## src/rtl/topk_distance_select_if.sv

```systemverilog
// Batch-in / drain-out handshake bundle for the top-K distance selector.
// The slave side is the selector, the master side is the producer/consumer.
interface topk_distance_select_if #(
    parameter int DISTANCE_SQ_BIT_WIDTH = 26,
    parameter int BATCH_SIZE = 16,
    parameter int K = 8,
    parameter type METADATA_TYPE = logic
);
    localparam int CW = $clog2(K + 1);

    logic                             in_valid;
    logic                             in_ready;
    logic [DISTANCE_SQ_BIT_WIDTH-1:0] distances_sq [0:BATCH_SIZE-1];
    METADATA_TYPE                     in_metadata [0:BATCH_SIZE-1];
    logic [BATCH_SIZE-1:0]            in_mask;
    logic                             flush;
    logic                             out_valid;
    logic                             out_ready;
    logic [DISTANCE_SQ_BIT_WIDTH-1:0] out_distance_sq;
    METADATA_TYPE                     out_metadata;
    logic                             out_last;
    logic [CW-1:0]                    count;

    modport slave (
        input  in_valid, distances_sq, in_metadata, in_mask,
        input  flush, out_ready,
        output in_ready, out_valid, out_distance_sq,
        output out_metadata, out_last, count
    );

    modport master (
        output in_valid, distances_sq, in_metadata, in_mask,
        output flush, out_ready,
        input  in_ready, out_valid, out_distance_sq,
        input  out_metadata, out_last, count
    );
endinterface

```

## src/rtl/topk_distance_select.sv

```systemverilog
// Streaming top-K selector: inserts one batch element per cycle into a
// sorted K-entry register list and drains it in ascending order.
module topk_distance_select #(
    parameter int DISTANCE_SQ_BIT_WIDTH = 26,
    parameter int BATCH_SIZE = 16,
    parameter int K = 8,
    parameter type METADATA_TYPE = logic
) (
    input logic clk,
    input logic rst,
    topk_distance_select_if.slave bus
);
    localparam int W  = DISTANCE_SQ_BIT_WIDTH;
    localparam int CW = $clog2(K + 1);
    localparam int IW = (K > 1) ? $clog2(K) : 1;
    localparam int BW = (BATCH_SIZE > 1) ? $clog2(BATCH_SIZE) : 1;

    typedef enum logic [1:0] {IDLE, INSERT, DRAIN} state_t;

    state_t                state;
    logic [W-1:0]          bat_dist [0:BATCH_SIZE-1];
    METADATA_TYPE          bat_meta [0:BATCH_SIZE-1];
    logic [BATCH_SIZE-1:0] bat_mask;
    logic [BW-1:0]         elem_idx;

    logic [W-1:0]          ent_dist [0:K-1];
    METADATA_TYPE          ent_meta [0:K-1];
    logic [K-1:0]          ent_valid;
    logic [CW-1:0]         cnt;
    logic [IW-1:0]         rd_idx;
    logic                  out_valid_q;

    logic [W-1:0]          cur_dist;
    METADATA_TYPE          cur_meta;
    logic                  cur_live;
    logic [K-1:0]          lt;
    logic [K-1:0]          lt_prev;
    logic [W-1:0]          shf_dist [0:K-1];
    METADATA_TYPE          shf_meta [0:K-1];
    logic [K-1:0]          shf_valid;
    logic [W-1:0]          nxt_dist [0:K-1];
    METADATA_TYPE          nxt_meta [0:K-1];
    logic [K-1:0]          nxt_valid;
    logic                  take;
    logic                  last_elem;
    logic                  last_rd;

    // The list is sorted with valid entries first, so lt is monotone and
    // the insert slot is the first set bit of lt.
    always_comb begin
        cur_dist     = bat_dist[elem_idx];
        cur_meta     = bat_meta[elem_idx];
        cur_live     = bat_mask[elem_idx];
        lt           = '0;
        lt_prev      = '0;
        shf_valid    = '0;
        shf_dist[0]  = cur_dist;
        shf_meta[0]  = cur_meta;
        shf_valid[0] = 1'b1;
        for (int j = 0; j < K; j++) begin
            lt[j] = !ent_valid[j] || (cur_dist < ent_dist[j]);
        end
        for (int j = 1; j < K; j++) begin
            lt_prev[j]   = lt[j-1];
            shf_dist[j]  = ent_dist[j-1];
            shf_meta[j]  = ent_meta[j-1];
            shf_valid[j] = ent_valid[j-1];
        end
        for (int j = 0; j < K; j++) begin
            nxt_dist[j]  = ent_dist[j];
            nxt_meta[j]  = ent_meta[j];
            nxt_valid[j] = ent_valid[j];
            if (lt[j]) begin
                nxt_dist[j]  = lt_prev[j] ? shf_dist[j] : cur_dist;
                nxt_meta[j]  = lt_prev[j] ? shf_meta[j] : cur_meta;
                nxt_valid[j] = lt_prev[j] ? shf_valid[j] : 1'b1;
            end
        end
        take      = cur_live && (|lt);
        last_elem = (elem_idx == BW'(BATCH_SIZE - 1));
        last_rd   = ((CW'(rd_idx) + CW'(1)) == cnt);
    end

    always_ff @(posedge clk) begin
        if (rst) begin
            state       <= IDLE;
            ent_valid   <= '0;
            cnt         <= '0;
            rd_idx      <= '0;
            elem_idx    <= '0;
            out_valid_q <= 1'b0;
        end else begin
            unique case (state)
                IDLE: begin
                    if (bus.in_valid) begin
                        bat_dist <= bus.distances_sq;
                        bat_meta <= bus.in_metadata;
                        bat_mask <= bus.in_mask;
                        elem_idx <= '0;
                        state    <= INSERT;
                    end else if (bus.flush && (cnt != '0)) begin
                        rd_idx      <= '0;
                        out_valid_q <= 1'b1;
                        state       <= DRAIN;
                    end
                end
                INSERT: begin
                    if (take) begin
                        ent_dist  <= nxt_dist;
                        ent_meta  <= nxt_meta;
                        ent_valid <= nxt_valid;
                        if (cnt != CW'(K)) cnt <= cnt + CW'(1);
                    end
                    if (last_elem) state <= IDLE;
                    else elem_idx <= elem_idx + BW'(1);
                end
                DRAIN: begin
                    if (bus.out_ready) begin
                        if (last_rd) begin
                            ent_valid   <= '0;
                            cnt         <= '0;
                            out_valid_q <= 1'b0;
                            state       <= IDLE;
                        end else begin
                            rd_idx <= rd_idx + IW'(1);
                        end
                    end
                end
                default: state <= IDLE;
            endcase
        end
    end

    assign bus.in_ready        = (state == IDLE) && !rst;
    assign bus.out_valid       = out_valid_q;
    assign bus.out_distance_sq = ent_dist[rd_idx];
    assign bus.out_metadata    = ent_meta[rd_idx];
    assign bus.out_last        = out_valid_q && last_rd;
    assign bus.count           = cnt;
endmodule

```

## src/flat_wrapper.sv

```systemverilog
// flat-port wrapper written by rule: the top's interface ports become plain ports
module topk_distance_select_flat 
#(
    parameter int DISTANCE_SQ_BIT_WIDTH = 26,
    parameter int BATCH_SIZE = 16,
    parameter int K = 8,
    parameter type METADATA_TYPE = logic
)
  (clk, rst, bus_in_valid, bus_distances_sq, bus_in_metadata, bus_in_mask, bus_flush, bus_out_ready, bus_in_ready, bus_out_valid, bus_out_distance_sq, bus_out_metadata, bus_out_last, bus_count);
  topk_distance_select_if #(.DISTANCE_SQ_BIT_WIDTH(DISTANCE_SQ_BIT_WIDTH), .BATCH_SIZE(BATCH_SIZE), .K(K), .METADATA_TYPE(METADATA_TYPE)) bus_i ();
  input logic clk;
  input logic rst;
  input wire logic [$bits(bus_i.in_valid)-1:0] bus_in_valid;
  input wire logic [$bits(bus_i.distances_sq)-1:0] bus_distances_sq;
  input wire logic [$bits(bus_i.in_metadata)-1:0] bus_in_metadata;
  input wire logic [$bits(bus_i.in_mask)-1:0] bus_in_mask;
  input wire logic [$bits(bus_i.flush)-1:0] bus_flush;
  input wire logic [$bits(bus_i.out_ready)-1:0] bus_out_ready;
  output wire logic [$bits(bus_i.in_ready)-1:0] bus_in_ready;
  output wire logic [$bits(bus_i.out_valid)-1:0] bus_out_valid;
  output wire logic [$bits(bus_i.out_distance_sq)-1:0] bus_out_distance_sq;
  output wire logic [$bits(bus_i.out_metadata)-1:0] bus_out_metadata;
  output wire logic [$bits(bus_i.out_last)-1:0] bus_out_last;
  output wire logic [$bits(bus_i.count)-1:0] bus_count;
  assign bus_i.in_valid = bus_in_valid;
  assign bus_i.distances_sq = {>>{bus_distances_sq}};
  assign bus_i.in_metadata = {>>{bus_in_metadata}};
  assign bus_i.in_mask = bus_in_mask;
  assign bus_i.flush = bus_flush;
  assign bus_i.out_ready = bus_out_ready;
  assign bus_in_ready = bus_i.in_ready;
  assign bus_out_valid = bus_i.out_valid;
  assign bus_out_distance_sq = bus_i.out_distance_sq;
  assign bus_out_metadata = bus_i.out_metadata;
  assign bus_out_last = bus_i.out_last;
  assign bus_count = bus_i.count;
  topk_distance_select #(.DISTANCE_SQ_BIT_WIDTH(DISTANCE_SQ_BIT_WIDTH), .BATCH_SIZE(BATCH_SIZE), .K(K), .METADATA_TYPE(METADATA_TYPE)) u_core (.clk(clk), .rst(rst), .bus(bus_i));
endmodule
```

## config.mk

```make
export PLATFORM = sky130hd
export DESIGN_NAME = topk_distance_select_flat
export DESIGN_NICKNAME = d
export VERILOG_FILES = /design/src/rtl/topk_distance_select_if.sv /design/src/rtl/topk_distance_select.sv /design/src/flat_wrapper.sv
export SDC_FILE = /design/constraint.sdc
export NUM_CORES = 1
export LEC_CHECK = 0
export ABC_AREA = 1
export CORE_MARGIN = 1.5
export CORE_UTILIZATION = 55
export DETAILED_ROUTE_END_ITERATION = 16
export HOLD_SLACK_MARGIN = 0.1
export PLACE_DENSITY_LB_ADDON = 0.05
export REMOVE_ABC_BUFFERS = 1
export SKIP_LAST_GASP = 1
export SYNTH_ARGS = -nofsm -noshare
export SYNTH_HDL_FRONTEND = slang
export SYNTH_SLANG_ARGS = --single-unit
```

## constraint.sdc

```tcl
create_clock -name clk -period 31 [get_ports clk]
set_clock_uncertainty 0.2 [all_clocks]
set_input_delay 3.1 -clock clk [delete_from_list [all_inputs] [get_ports clk]]
set_output_delay 3.1 -clock clk [all_outputs]
set_load 0.01 [all_outputs]
```

### Word-level counts from Yosys, hierarchy flattened

Index checks and enable logic that the tools add are counted.

| word-level totals | value |
|---|---|
| register bits after elaboration | 686 |
| input bits | 453 |
| output and inout bits | 34 |
| word-level logic and storage cells | 224 |

| operators by class | value |
|---|---|
| $add $sub $neg | 4 |
| magnitude comparators | 11 |
| equal/unequal tests | 24 |
| muxes and demuxes | 71 |
| bitwise logic cells | 3 |
| reduce and logical (&&, ||, !) cells | 49 |

Operator list:

| cell | count |
|---|---|
| 26-bit 2-to-1 mux | 11 |
| 26-bit < comparator | 8 |
| 26-bit binary-select mux with 4-bit select | 1 |
| 26-bit binary-select mux with 3-bit select | 1 |
| 5-bit AND reduction | 11 |
| 4-bit AND reduction | 9 |
| 1-bit 2-to-1 mux | 31 |
| 2-bit by 1-bit != test with 1-bit output (second input constant) | 13 |
| 4-bit 2-to-1 mux | 6 |
| 8-bit 2-to-1 mux | 3 |
| 4-bit case mux with 2 select lines | 2 |
| 8-bit case mux with 2 select lines | 1 |
| 3-bit 2-to-1 mux | 4 |
| 2-bit 2-to-1 mux | 5 |
| 2-bit != test (second input constant) | 5 |
| 1-bit zero test | 9 |
| 4-bit by 1-bit adder with 4-bit output (second input constant) | 2 |
| 1-bit binary-select mux with 4-bit select | 2 |
| 1-bit logical OR | 8 |
| 8-bit OR reduction | 1 |
| 2-bit case mux with 3 select lines | 1 |
| 3-bit case mux with 2 select lines | 1 |
| 3-bit AND reduction | 2 |
| 2-bit nonzero test | 3 |
| 19 further kinds | 22 |

### Logic depth before layout (Yosys ltp)

| logic depth | value |
|---|---|
| depth in word-level cells | 10 |
| gate-level depth with buffers | 29 |
| mapped depth without buffers | 24 |

### Worst setup path after synthesis

No wires, ideal clock.

| path | value |
|---|---|
| path type | input to register |
| start | in rst |
| end | reg u_core.bat_dist[0] (netlist name), enable pin |
| setup time | 1.270 ns |
| arrival time | 21.815 ns |
| data required time | 29.530 ns |
| slack | 7.715 ns |
| cell stages on the path | 3 |
| buffers on the path | 0 |
| path through | inv_1 -> nand2_1 -> nor2_1 |

| on the way | value |
|---|---|
| longest elaborated chain between the ends | 2 |

RTL lines:

| item | line | RTL |
|---|---|---|
| start: declaration | flat_wrapper.sv:12 | `input logic rst;` |
| 1-bit NOT (no source line) | n/a |  |
| 3-bit AND reduction (no source line) | n/a |  |
| end signal: assignment | topk_distance_select.sv:96 | `bat_dist <= bus.distances_sq;` |
| end: declaration | topk_distance_select.sv:21 | `logic [W-1:0] bat_dist [0:BATCH_SIZE-1];` |

No other way between the ends.
A chain may end at the register's enable or synchronous reset.

### Worst setup path in the final report

| path | value |
|---|---|
| start | in rst |
| end | out bus_in_ready |

| on the way | value |
|---|---|
| longest elaborated chain between the ends | 2 |

RTL lines:

| item | line | RTL |
|---|---|---|
| 1-bit zero test | topk_distance_select.sv:134 | `assign bus.in_ready = (state == IDLE) && !rst;` |
| 1-bit logical AND | topk_distance_select.sv:134 |  |
| end: declaration | flat_wrapper.sv:19 | `output wire logic [$bits(bus_i.in_ready)-1:0] bus_in_ready;` |

No other way between the ends.

==> summary.txt <==
Run status
  • Status: finished clean

Global routing
  • Initial antenna violation count: 33
  • First-pass GRT wire length: 147200 um
  • Vias in the first global route: 25480
  • GR Util All Layers: 31.18%
  • Gr ovfl total: 0
  • Largest net degree at the start of global routing: 205

Critical path
  • WP data required: 27.70 ns
  • FF-to-FF setup slack: 23.52 ns
  • Reg-to-reg startpoint: u_core.elem_idx[0]
  • Crit Path Max Fanout: 7
  • Critical Path End Type: output pin
  • Crit path DAT: 4.42 ns
  • Capturing point of the worst reg2reg path: u_core.ent_dist[106]
  • R2R depth: 20
  • Startpoint Class: input pin
  • Crit path from: rst
  • Crit path to: bus_in_ready
  • Worst Setup Path Type: input pin to output pin

Finish
  • Nets: 4234
  • Footprint of the multi-input gates: 11480 um^2
  • Most frequent cells in the layout: 664 x edfxtp_1, 509 x o21ai_0, 486 x clkdlybuf4s50_1
  • Fin util: 68.68%
  • Layout fillers: 4473
  • Non-Filler Instances: 4436
  • Layout cell share with drive strength beyond 1: 4.708%
  • Leading cell type in the layout, fill and taps excluded: edfxtp_1
  • Register area: 20390 um^2
  • Layout area overhead: 23.51%

Die
  • Core area: 60360 um^2
  • Row count: 90
  • Chip height: 250.0 um
  • Die ar.: 62520 um^2
  • I/O pins: 487
  • Initial core utilization: 55.61%
  • Die width: 250.0 um

Logic synthesis
  • Ys async rst share: 0%
  • Top FF cell, synth: edfxtp_1
  • Post-synth EDFFs: 664
  • Yosys cell types: 41
  • Syn avg cell area: 10.65 um^2
  • Syn Std Cell Area: 33560 um^2
  • Sequential fraction of the synthesis area: 60.72%
  • Gate Count Post-Synth: 3152
  • FF+latch count, synth: 686
  • YS warnings: 0

Timing
  • RSZ-0062 raised after global routing: no
  • Final period util: 24.90%
  • Hold slack: 0.2783 ns
  • Slew Limit Fails: 0
  • Slew @ Worst Pin: 1.149 ns
  • Tmin final: 7.718 ns
  • # setup viols final: 0
  • Setup_tns: 0 ns
  • Slew margin rel.: 23.38%
  • Final hold violations: 0
  • FMAX: 129.6 MHz

Clock tree
  • Root buffer cell: clkbuf_16
  • Clock transition at path regs: 0.06 ns
  • CTS max path bufs: 3
  • Total CTS buffers: 73
  • CTS tree: done
  • Post_cts resized: 0
  • Clock sinks: 686
  • H-tree level count: 3
  • Post-CTS setup buffers: 0
  • Hold Buf Count CTS: 0
  • Clock Latency Late Sink: 0.62 ns

Place
  • Post-DP HPWL: 71100 um
  • Placed cell count: 4284
  • Buffers on Ports: 486
  • GPL Wtd Cong: 0.9176

Detailed routing
  • Drt pass-1 iters: 6
  • Vias per inst: 5.868
  • Detail Route Antenna Nets: 0
  • Routed len/inst: 22.35 um
  • DRC errors left: 0
  • Total wire length: 99130 um
  • Vias: 26030
  • Iter 0 DRT Violations: 2291

Hold path
  • Min-delay worst type: flop to flop

Pwr
  • Worst vdd rail ir drop: 0.00005919 V
  • Total leakage power: 15.11 nW
  • Pwr Density: 58.95 nW/um^2

Job
  • Max Cap Viol: 0
-- synthesized netlist by cell type (22+ instances only) --
master    number  area share [%]
edfxtp_1     664              59
o21ai_0      509             7.6
nand2_1      466             5.2
inv_1        273             3.1
nor2_1       254             2.8
a21oi_1      212             3.2
ha_1         204             7.6
clkbuf_1     132             1.5
o22ai_1       65             1.2
nand3_1       47            0.70
o221ai_1      44             1.1
a31oi_1       42            0.78
a221oi_1      28            0.73
nor3_1        26            0.39
nand4_1       24            0.45
dfxtp_1       22             1.3
-- report_power, final --
part	leakage [nW]	total [mW]	internal, mW	switching, mW
logic	7.69	0.478	0.176	0.302
registers	6.30	1.11	1.08	0.0212
clock network	1.13	0.860	0.494	0.366
-- cell type report --
type / count / share of cell area, %
multi-input cells: 2003 / 27.69
flip-flops and latches: 686 / 49.19
repair buffers: 520 / 12.38
clock inverters: 38 / 0.9206
clock buffers: 92 / 4.654
diodes: 22 / 0.1328
well taps: 782 / 2.360
inverters: 293 / 2.668
-- metrics by stage --
step / worst slack [ns] / cell area [um^2] / power (mW)
after CTS: 23.26 / 41400 / 2.447
final: 23.28 / 41450 / 2.444
after floorplan: 7.530 / 32880 / 1.425
after detailed placement: 23.11 / 39090 / 1.595
after global routing: 22.99 / 41440 / 2.541
after global placement: 23.28 / 39090 / 1.571
-- sequential cells by signal (all words and copies together) (netlist names) --
signal,flops
u_core.bus.count,4
u_core.bat_dist,416
u_core.rd_idx,3
u_core.bat_mask,16
u_core.ent_meta,8
u_core.elem_idx,4
u_core.ent_dist,208
u_core.ent_valid,8
u_core.state,2
u_core.bus.out_valid,1
u_core.bat_meta,16
-- worst min path at each step --
stage	startpoint	to	slack, ns	cells after the start
global placement	u_core.bus.out_valid	u_core.bus.out_valid	0.27	2
detailed placement	u_core.bus.out_valid	u_core.bus.out_valid	0.27	2
finish	u_core.bus.out_valid	u_core.bus.out_valid	0.28	2
floorplan	u_core.ent_valid[7]	u_core.ent_valid[7]	0.25	2
global route	u_core.bus.out_valid	u_core.bus.out_valid	0.30	2
CTS	u_core.bus.out_valid	u_core.bus.out_valid	0.28	2
-- critical path, cell delays in order --
cell             delay [ns]
clkdlybuf4s50_1        0.60
nor2_1                 0.18
clkdlybuf4s50_1        0.54
-- routing by layer --
metal,share of wire [%],GRT usage [%]
met1,38,37.90
met2,51,54.50
met3,7.8,6.508
met4,3.3,11.90
met5,0.16,0
-- cells by family after synthesis --
family                     Yosys count  share of synthesized area (%)
buffers and inverters              463                          5.312
xor gates and xnor gates             3                        0.07830
adders and majority gates          204                          7.605
DFF                                686                          60.72
AOI/OAI and AO/OA                  967                          16.43
and+or+nand+nor                    829                          9.853
(Power assumes the default switching activity.)
